`config.mk`:
```
export PLATFORM = sky130hd
export DESIGN_NAME = prog_mod_counter_flat
export DESIGN_NICKNAME = d
export VERILOG_FILES = /design/src/rtl/counter_pkg.sv /design/src/rtl/prog_mod_counter_if.sv /design/src/rtl/prog_mod_counter_next.sv /design/src/rtl/prog_mod_counter.sv /design/src/flat_wrapper.sv
export SDC_FILE = /design/constraint.sdc
export NUM_CORES = 1
export LEC_CHECK = 0
export CAP_MARGIN = 15
export CORE_ASPECT_RATIO = 0.9
export CORE_UTILIZATION = 49
export CTS_CLUSTER_DIAMETER = 50
export DETAILED_ROUTE_END_ITERATION = 8
export PLACE_DENSITY_LB_ADDON = 0.15
export SLEW_MARGIN = 10
export SYNTH_ARGS = -nofsm -noshare
export SYNTH_HDL_FRONTEND = slang
export SYNTH_SLANG_ARGS = --single-unit
export TNS_END_PERCENT = 50
```
`constraint.sdc`:
```
create_clock -name clk -period 2.4 [get_ports clk]
set_input_delay 0.24 -clock clk [delete_from_list [all_inputs] [get_ports clk]]
set_output_delay 0.24 -clock clk [all_outputs]
set_load 0.005 [all_outputs]
```
`src/rtl/counter_pkg.sv`:
```
// Shared counter encodings and the modulus/terminal helper for counter and timer blocks.
// Optional saturation is enabled with PROG_MOD_COUNTER_SAT_EN.
package counter_pkg;

    localparam logic DIR_UP = 1'b1;
    localparam logic DIR_DN = 1'b0;

    // mod_val of 0 stands for the full 2^width range
    function automatic logic [31:0] term_of(input logic [31:0] mod_val,
                                            input int unsigned width);
        if (mod_val == 32'd0)
            return 32'hFFFF_FFFF >> (32 - width);
        else
            return mod_val - 32'd1;
    endfunction

endpackage

```
`src/rtl/prog_mod_counter_if.sv`:
```
// Control/status bundle of the programmable-modulus counter.
// The sat input exists only when PROG_MOD_COUNTER_SAT_EN is defined.
interface prog_mod_counter_if #(
    parameter int WIDTH = 4
);
    logic             en;
    logic             up_dn;
    logic             load;
    logic [WIDTH-1:0] load_val;
    logic [WIDTH-1:0] mod_val;
`ifdef PROG_MOD_COUNTER_SAT_EN
    logic             sat;
`endif
    logic [WIDTH-1:0] count;
    logic             wrap;
    logic             at_term;

    modport master (
        output en, up_dn, load, load_val, mod_val,
`ifdef PROG_MOD_COUNTER_SAT_EN
        output sat,
`endif
        input  count, wrap, at_term
    );

    modport slave (
        input  en, up_dn, load, load_val, mod_val,
`ifdef PROG_MOD_COUNTER_SAT_EN
        input  sat,
`endif
        output count, wrap, at_term
    );

endinterface

```
`src/rtl/prog_mod_counter_next.sv`:
```
// Next-count and wrap computation for one enabled step (combinational).
// Saturating behaviour is compiled in with PROG_MOD_COUNTER_SAT_EN.
module mod_next_calc
    import counter_pkg::*;
#(
    parameter int WIDTH = 4
) (
    input  logic [WIDTH-1:0] count,
    input  logic [WIDTH-1:0] term,
    input  logic             up_dn,
`ifdef PROG_MOD_COUNTER_SAT_EN
    input  logic             sat,
`endif
    output logic [WIDTH-1:0] next_count,
    output logic             wrap_nxt
);

    logic hold_at_end;

`ifdef PROG_MOD_COUNTER_SAT_EN
    assign hold_at_end = sat;
`else
    assign hold_at_end = 1'b0;
`endif

    always_comb begin
        next_count = count;
        wrap_nxt   = 1'b0;
        if (up_dn == DIR_UP) begin
            // count above T happens when M is lowered mid-count
            if (count >= term) begin
                next_count = hold_at_end ? term : '0;
                wrap_nxt   = !hold_at_end;
            end else begin
                next_count = count + 1'b1;
            end
        end else begin
            if (count == '0) begin
                next_count = hold_at_end ? '0 : term;
                wrap_nxt   = !hold_at_end;
            end else if (count > term) begin
                next_count = term;
            end else begin
                next_count = count - 1'b1;
            end
        end
    end

endmodule

```
`src/rtl/prog_mod_counter.sv`:
```
// Programmable-modulus up/down counter with load, enable and registered wrap pulse.
// Define PROG_MOD_COUNTER_SAT_EN to add the sat (saturate instead of wrap) input.
module prog_mod_counter
    import counter_pkg::*;
#(
    parameter int               WIDTH   = 4,
    parameter logic [WIDTH-1:0] RST_VAL = '0
) (
    input  logic              clk,
    input  logic              rst,
    prog_mod_counter_if.slave bus
);

    logic [WIDTH-1:0] count_q;
    logic             wrap_q;
    logic [WIDTH-1:0] term;
    logic [WIDTH-1:0] load_clamped;
    logic [WIDTH-1:0] next_count;
    logic             wrap_nxt;

    assign term = WIDTH'(term_of(32'(bus.mod_val), WIDTH));
    assign load_clamped = (bus.load_val > term) ? term : bus.load_val;

    mod_next_calc #(
        .WIDTH(WIDTH)
    ) u_next (
        .count     (count_q),
        .term      (term),
        .up_dn     (bus.up_dn),
`ifdef PROG_MOD_COUNTER_SAT_EN
        .sat       (bus.sat),
`endif
        .next_count(next_count),
        .wrap_nxt  (wrap_nxt)
    );

    always_ff @(posedge clk or negedge rst) begin
        if (!rst) begin
            count_q <= RST_VAL;
            wrap_q  <= 1'b0;
        end else if (bus.load) begin
            count_q <= load_clamped;
            wrap_q  <= 1'b0;
        end else if (bus.en) begin
            count_q <= next_count;
            wrap_q  <= wrap_nxt;
        end else begin
            wrap_q  <= 1'b0;
        end
    end

    assign bus.count   = count_q;
    assign bus.wrap    = wrap_q;
    assign bus.at_term = (bus.up_dn == DIR_UP) ? (count_q == term)
                                               : (count_q == '0);

endmodule

```
`src/flat_wrapper.sv`:
```
// flat-port wrapper written by rule: the top's interface ports become plain ports
module prog_mod_counter_flat import counter_pkg::*;
#(
    parameter int               WIDTH   = 4,
    parameter logic [WIDTH-1:0] RST_VAL = '0
)
  (clk, rst, bus_en, bus_up_dn, bus_load, bus_load_val, bus_mod_val, bus_count, bus_wrap, bus_at_term);
  prog_mod_counter_if #(.WIDTH(WIDTH)) bus_i ();
  input  logic clk;
  input  logic rst;
  input wire logic [$bits(bus_i.en)-1:0] bus_en;
  input wire logic [$bits(bus_i.up_dn)-1:0] bus_up_dn;
  input wire logic [$bits(bus_i.load)-1:0] bus_load;
  input wire logic [$bits(bus_i.load_val)-1:0] bus_load_val;
  input wire logic [$bits(bus_i.mod_val)-1:0] bus_mod_val;
  output wire logic [$bits(bus_i.count)-1:0] bus_count;
  output wire logic [$bits(bus_i.wrap)-1:0] bus_wrap;
  output wire logic [$bits(bus_i.at_term)-1:0] bus_at_term;
  assign bus_i.en = bus_en;
  assign bus_i.up_dn = bus_up_dn;
  assign bus_i.load = bus_load;
  assign bus_i.load_val = bus_load_val;
  assign bus_i.mod_val = bus_mod_val;
  assign bus_count = bus_i.count;
  assign bus_wrap = bus_i.wrap;
  assign bus_at_term = bus_i.at_term;
  prog_mod_counter #(.WIDTH(WIDTH), .RST_VAL(RST_VAL)) u_core (.clk(clk), .rst(rst), .bus(bus_i));
endmodule
```
### Yosys cells after proc, flatten, opt, wreduce, memory -nomap -nowiden

Cells that the tools add are included.

| word-level totals | value |
|---|---|
| flip-flop bits (word level) | 5 |
| input bits | 13 |
| output and inout port bits | 6 |
| logic and storage cells | 26 |

| cells by class | value |
|---|---|
| add/subtract/negate cells | 3 |
| order comparisons | 3 |
| equality and inequality tests | 1 |
| muxes and demuxes | 14 |
| reduce and logical (&&, ||, !) cells | 3 |

Operators with widths:

| kind | count |
|---|---|
| 4-bit 2-to-1 mux | 8 |
| 4-bit > comparator | 2 |
| 4-bit logical NOT | 2 |
| 4-bit by 1-bit subtractor with 4-bit output (second input constant) | 2 |
| 1-bit 2-to-1 mux | 6 |
| 4-bit by 1-bit adder with 4-bit output (second input constant) | 1 |
| 4-bit equality test | 1 |
| 4-bit greater-or-equal comparator | 1 |
| 2-bit nonzero test | 1 |

### Depth between registers and ports, before layout

| logic depth | value |
|---|---|
| word-level depth | 8 |
| gate-level depth with buffers | 10 |
| gate-level depth less buffers | 10 |

### Modules after synthesis

Synthesis repeated with hierarchy kept, for this count alone.

| second synthesis, totals | value |
|---|---|
| cell total of the unflattened synthesis | 101 |
| area, all modules | 863.3 sq um |

By module, submodules not included:

| module | times used | cells an instance | area an instance (sq um) | sequential area each (sq um) |
|---|---|---|---|---|
| prog_mod_counter | 1 | 58 | 540.5 | 125.1 |
| mod_next_calc | 1 | 43 | 322.8 | 0.0 |

### Worst setup path before layout

OpenSTA, ideal clock, no wires.

| path | value |
|---|---|
| kind | in2reg |
| start | in bus_mod_val[0] |
| end | reg u_core.count_q[0], in the netlist u_core.bus.count[0] |
| library setup time | 129 ps |
| arrival time | 2436 ps |
| required time | 2271 ps |
| slack | -165 ps |
| stages on the path | 9 |
| buffers on the path | 0 |
| cells stage by stage | inv_1 > ha_1 > o21ba_2 > o21ai_0 > ha_1 > and4_1 > a21oi_2 > mux2_1 > a2111o_1 |

| on the way | value |
|---|---|
| word-level cells in the longest chain between the ends | 8 |
| elaborated cells between the ends (all ways) | 13 |
| classes of those cells | 1 x add/sub; 3 x order compare; 8 x mux; 1 x reduce/logical |

Ends and longest elaborated chain:

| what | RTL line | source |
|---|---|---|
| start: declaration | flat_wrapper.sv:15 | `input wire logic [$bits(bus_i.mod_val)-1:0] bus_mod_val;` |
| 4-bit by 1-bit subtractor with 4-bit output or 4-bit logical NOT (tied branches) | counter_pkg.sv:14, counter_pkg.sv:11 |  |
| 4-bit 2-to-1 mux (*) | counter_pkg.sv:11 | `if (mod_val == 32'd0)` |
| 4-bit > comparator | prog_mod_counter_next.sv:41 | `end else if (count > term) begin` |
| 4-bit 2-to-1 mux | prog_mod_counter_next.sv:41 |  |
| 4-bit 2-to-1 mux | prog_mod_counter_next.sv:38 | `if (count == '0) begin` |
| 4-bit 2-to-1 mux | prog_mod_counter_next.sv:29 | `if (up_dn == DIR_UP) begin` |
| 4-bit 2-to-1 mux | prog_mod_counter.sv:44 | `end else if (bus.en) begin` |
| 4-bit 2-to-1 mux (*) | prog_mod_counter.sv:41 | `end else if (bus.load) begin` |
| end signal: assignment | prog_mod_counter.sv:42 | `count_q <= load_clamped;` |
| end signal: assignment | prog_mod_counter.sv:45 | `count_q <= next_count;` |
| end: declaration | prog_mod_counter.sv:14 | `logic [WIDTH-1:0] count_q;` |

Every way passes the cells marked *; elsewhere a longest branch is shown, timed or not. The select of a mux whose other input is x is not followed.
A chain may end at the register's enable or synchronous reset.

### Worst setup path after layout

| path | value |
|---|---|
| start | in bus_mod_val[1] |
| end | reg u_core.count_q[0], in the netlist u_core.bus.count[0] |

The elaborated chain is that of the path after synthesis.

==> flow_metrics.env <==
export IMPL_outcome="complete, no violations"
export IMPL_drc_errors=0
export IMPL_grt_overflow_total=0
export IMPL_area_growth_pct=62.60
export IMPL_critical_path_startpoint="bus_mod_val[1]"
export IMPL_critical_path_reg2reg_endpoint="u_core.bus.count[0]"
export IMPL_place_inst=144
export IMPL_synth_warnings=0
export IMPL_p_comb_frac=0.718
export IMPL_layout_filler_cells=74
export IMPL_worst_path_fanout_max=3
export IMPL_maxCapViolations=0
export IMPL_crit_path_frequent_cell="ha_4"
export IMPL_fin_worst_skew_ns=0.001367
export IMPL_initial_utilization=0.5402
export IMPL_synth_top_flop_cell="dfrtp_1"
export IMPL_drt_wirelength_per_cell_um=18.49
export IMPL_yosysSeqAreaShare=0.1565
export IMPL_rr_startpoint="u_core.bus.count[1]"
export IMPL_worst_skew_pair_late_latency_ns=0.24
export IMPL_switchingPower_mw=0.3549
export IMPL_timing_final_hold_violations=0
export IMPL_antenna_cells_inserted=0
export IMPL_timing_hold_ws_ns=0.2387
export IMPL_synth_area_top_cells="ha_1, dfrtp_1, xor2_1"
export IMPL_cts_root_buf="clkbuf_4"
export IMPL_layout_common_cells="buf_4, clkdlybuf4s50_1, ha_1"
export IMPL_chipHeight_um=40.32
export IMPL_netlist_area_um2=799.5
export IMPL_r2r_cells=7
export IMPL_routed_via_density=6.092
export IMPL_first_global_vias=961
export IMPL_synth_net_count=117
export IMPL_finalNonFillerCells=153
export IMPL_setup_worst_path_end_class="flop"
export IMPL_worst_path_max_delay_cell="a2111o_1"
export IMPL_fin_crit_ns=2.352
export IMPL_first_pass_iters=5
export IMPL_yosys_cell_types_count=41
export IMPL_synth_async_reset_ratio=1.000
export IMPL_grt_start_max_net_pins=13
export IMPL_period_share=0.9799
export IMPL_final_max_slew_viol_count=0
export IMPL_clock_sinks=5
export IMPL_worst_ep_arrival_time_ns=2.47
export IMPL_cellLeakagePower_nw=0.5985
export IMPL_clkTransAtPathRegs_ns=0.05
export IMPL_via_count=932
export IMPL_dpl_hpwl_mm=1.862
export IMPL_fp_dieW_um=44.58
export IMPL_synth_avg_cell_area_um2=8.597
export IMPL_cts_hold_repair_buffers=0
export IMPL_critical_path_max_stage_delay_ns=0.37
export IMPL_netSwitchingFraction=0.4221
export IMPL_core_area_um2=1480
export IMPL_finish_net_count=156
export IMPL_synth_edff_count=0
export IMPL_cts_path_max_buffers=2
export IMPL_timing_hold_worst_class="in -> async"
export IMPL_placement_io_buffers=18
export IMPL_cts_buffers_inserted=3
export IMPL_clockPowerShare=0.118
export IMPL_place_gp_congestion=0.9322
export IMPL_layout_cells_most_common="buf_4"
export IMPL_dr_first_iter_drc_count=36
export IMPL_power_sequential_fraction=0.164
export IMPL_final_seq_area_um2=125.1
export IMPL_tightestPinTransition_ns=0.4268
export IMPL_grt_pass1_wl_mm=4.498
export IMPL_setup_viol=0
export IMPL_drt_total_wl_mm=2.829
export IMPL_critical_path_cell_chain="clkdlybuf4s15_1 -> inv_2 -> ha_4 -> o21ba_4 -> o21ai_4 -> buf_6 -> ha_4 -> and4_4 -> a21oi_4 -> mux2_4 -> a2111o_1"
export IMPL_internal_power_mw=0.4860
export IMPL_max_freq_mhz=425.2
export IMPL_clock_tree_from_tritoncts="built"
export IMPL_globalRouteTotalUtil=0.3605
export IMPL_crit_type="in -> reg"
export IMPL_totalNegativeSetupSlack_ns=0
export IMPL_synthesis_instances=93
export IMPL_yosys_area_top_type_share=0.1721
export IMPL_htree_levels=1
export IMPL_vdd_drop_max_uv=583.4
export IMPL_io_pins=19
export IMPL_r2r_setup_slack_ns=0.16
export IMPL_timing_critical_path_required_ns=2.51
export IMPL_combined_area_of_the_multi_input_logic_cells_um2=768.2
export IMPL_yosysTopAreaCell="ha_1"
export IMPL_drive_gt1_frac=0.3817
export IMPL_antenna_found_initial=0
export IMPL_crit_end="u_core.bus.count[0]"
export IMPL_dieArea_um2=1797
export IMPL_power_density_cells_nw_per_um2=646.9
export IMPL_worstSetupStartpointType="input pin"
export IMPL_maxSlewHeadroom=0.7146
export IMPL_post_layout_total_power_mw=0.8409
export IMPL_detail_route_antenna_nets=0
export IMPL_synth_ff_latch_count=5
export IMPL_placement_rows=13
-- kinds of logic after synthesis --
kind of cell	synth area share
muxes	0.07981
buffers and inverters	0.05477
AOI/OAI and AO/OA	0.2191
and+or+nand+nor	0.2629
DFF	0.1565
xor gates and xnor gates	0.05477
adders and majority gates	0.1721
-- cell usage after synthesis, types with 2 or more instances --
cell / number
nand2_1: 3
and4_1: 2
nand3_1: 2
buf_2: 2
nor3_1: 6
dfrtp_1: 5
nand2b_1: 2
a211oi_1: 2
mux2_1: 3
nor2_1: 7
or3b_1: 2
xor2_1: 4
nand2_2: 2
inv_1: 9
a211o_1: 2
a21oi_2: 2
mux2i_1: 3
ha_1: 11
nor4_1: 2
-- worst min-delay path by stage --
stage / to / slack [ns] / cells after the start
final: u_core.bus.wrap / 0.24 / 1
after global routing: u_core.bus.count[3] / 0.26 / 1
after CTS: u_core.bus.count[3] / 0.24 / 1
after detailed placement: u_core.bus.wrap / 0.48 / 1
after global placement: u_core.bus.wrap / 0.48 / 1
after floorplan: u_core.bus.count[0] / -0.06 / 0
-- metrics by stage --
| step | setup WS (ns) | utilization | instance area [um^2] |
|---|---|---|---|
| 2_1_floorplan | 0.003740 | - | 810.8 |
| 6_report | 0.04828 | 0.8783 | 1300 |
| 5_1_grt | -0.002537 | 0.8783 | 1300 |
| 3_3_place_gp | -0.5084 | 0.7473 | 1106 |
| 4_1_cts | 0.04258 | 0.8563 | 1267 |
| 3_5_place_dp | -0.5990 | 0.7473 | 1106 |
-- routing by layer --
layer | vias up | wire length (um) | track usage
met3 | 6 | 205 | 0.08108
met4 | 0 | 26 | 0.1212
met2 | 57 | 1390 | 0.6360
met1 | 449 | 1208 | 0.4388
met5 | - | 0 | 0
li1 | 420 | - | -
-- worst max-delay path: cells and delay by family --
family | cells | cell delay [ns]
buffers and inverters | 3 | 0.43
AOI/OAI and AO/OA | 4 | 0.90
and+or+nand+nor | 1 | 0.19
muxes | 1 | 0.32
adders and majority gates | 2 | 0.38
-- sequential cells by signal, summed over array words and instances (netlist names) --
signal,cells
u_core.bus.wrap,1
u_core.bus.count,4
-- final cells by class --
cell class,count,area share
multi-input cells,77,0.5910
repair buffers,36,0.2454
flip-flops and latches,5,0.09625
inverters,9,0.02599
well taps,22,0.02117
clock buffers,4,0.02021
-- what timing repair did --
action / in CTS / in global routing
endpoints found under the setup margin: 5 / 4
buffers inserted: 3 / 2
gates resized for setup: 26 / 6
pin swaps: 11 / 2
gates cloned: 0 / 0
-- power by group through the flow --
stage	combinational [mW]	clock, mW	sequential (mW)
floorplan	0.277	0	0.136
global placement	0.456	0	0.131
detailed placement	0.466	0	0.131
CTS	0.553	0.100	0.134
global route	0.643	0.106	0.138
finish	0.604	0.0990	0.138
Power figures use the tool's default switching activity.
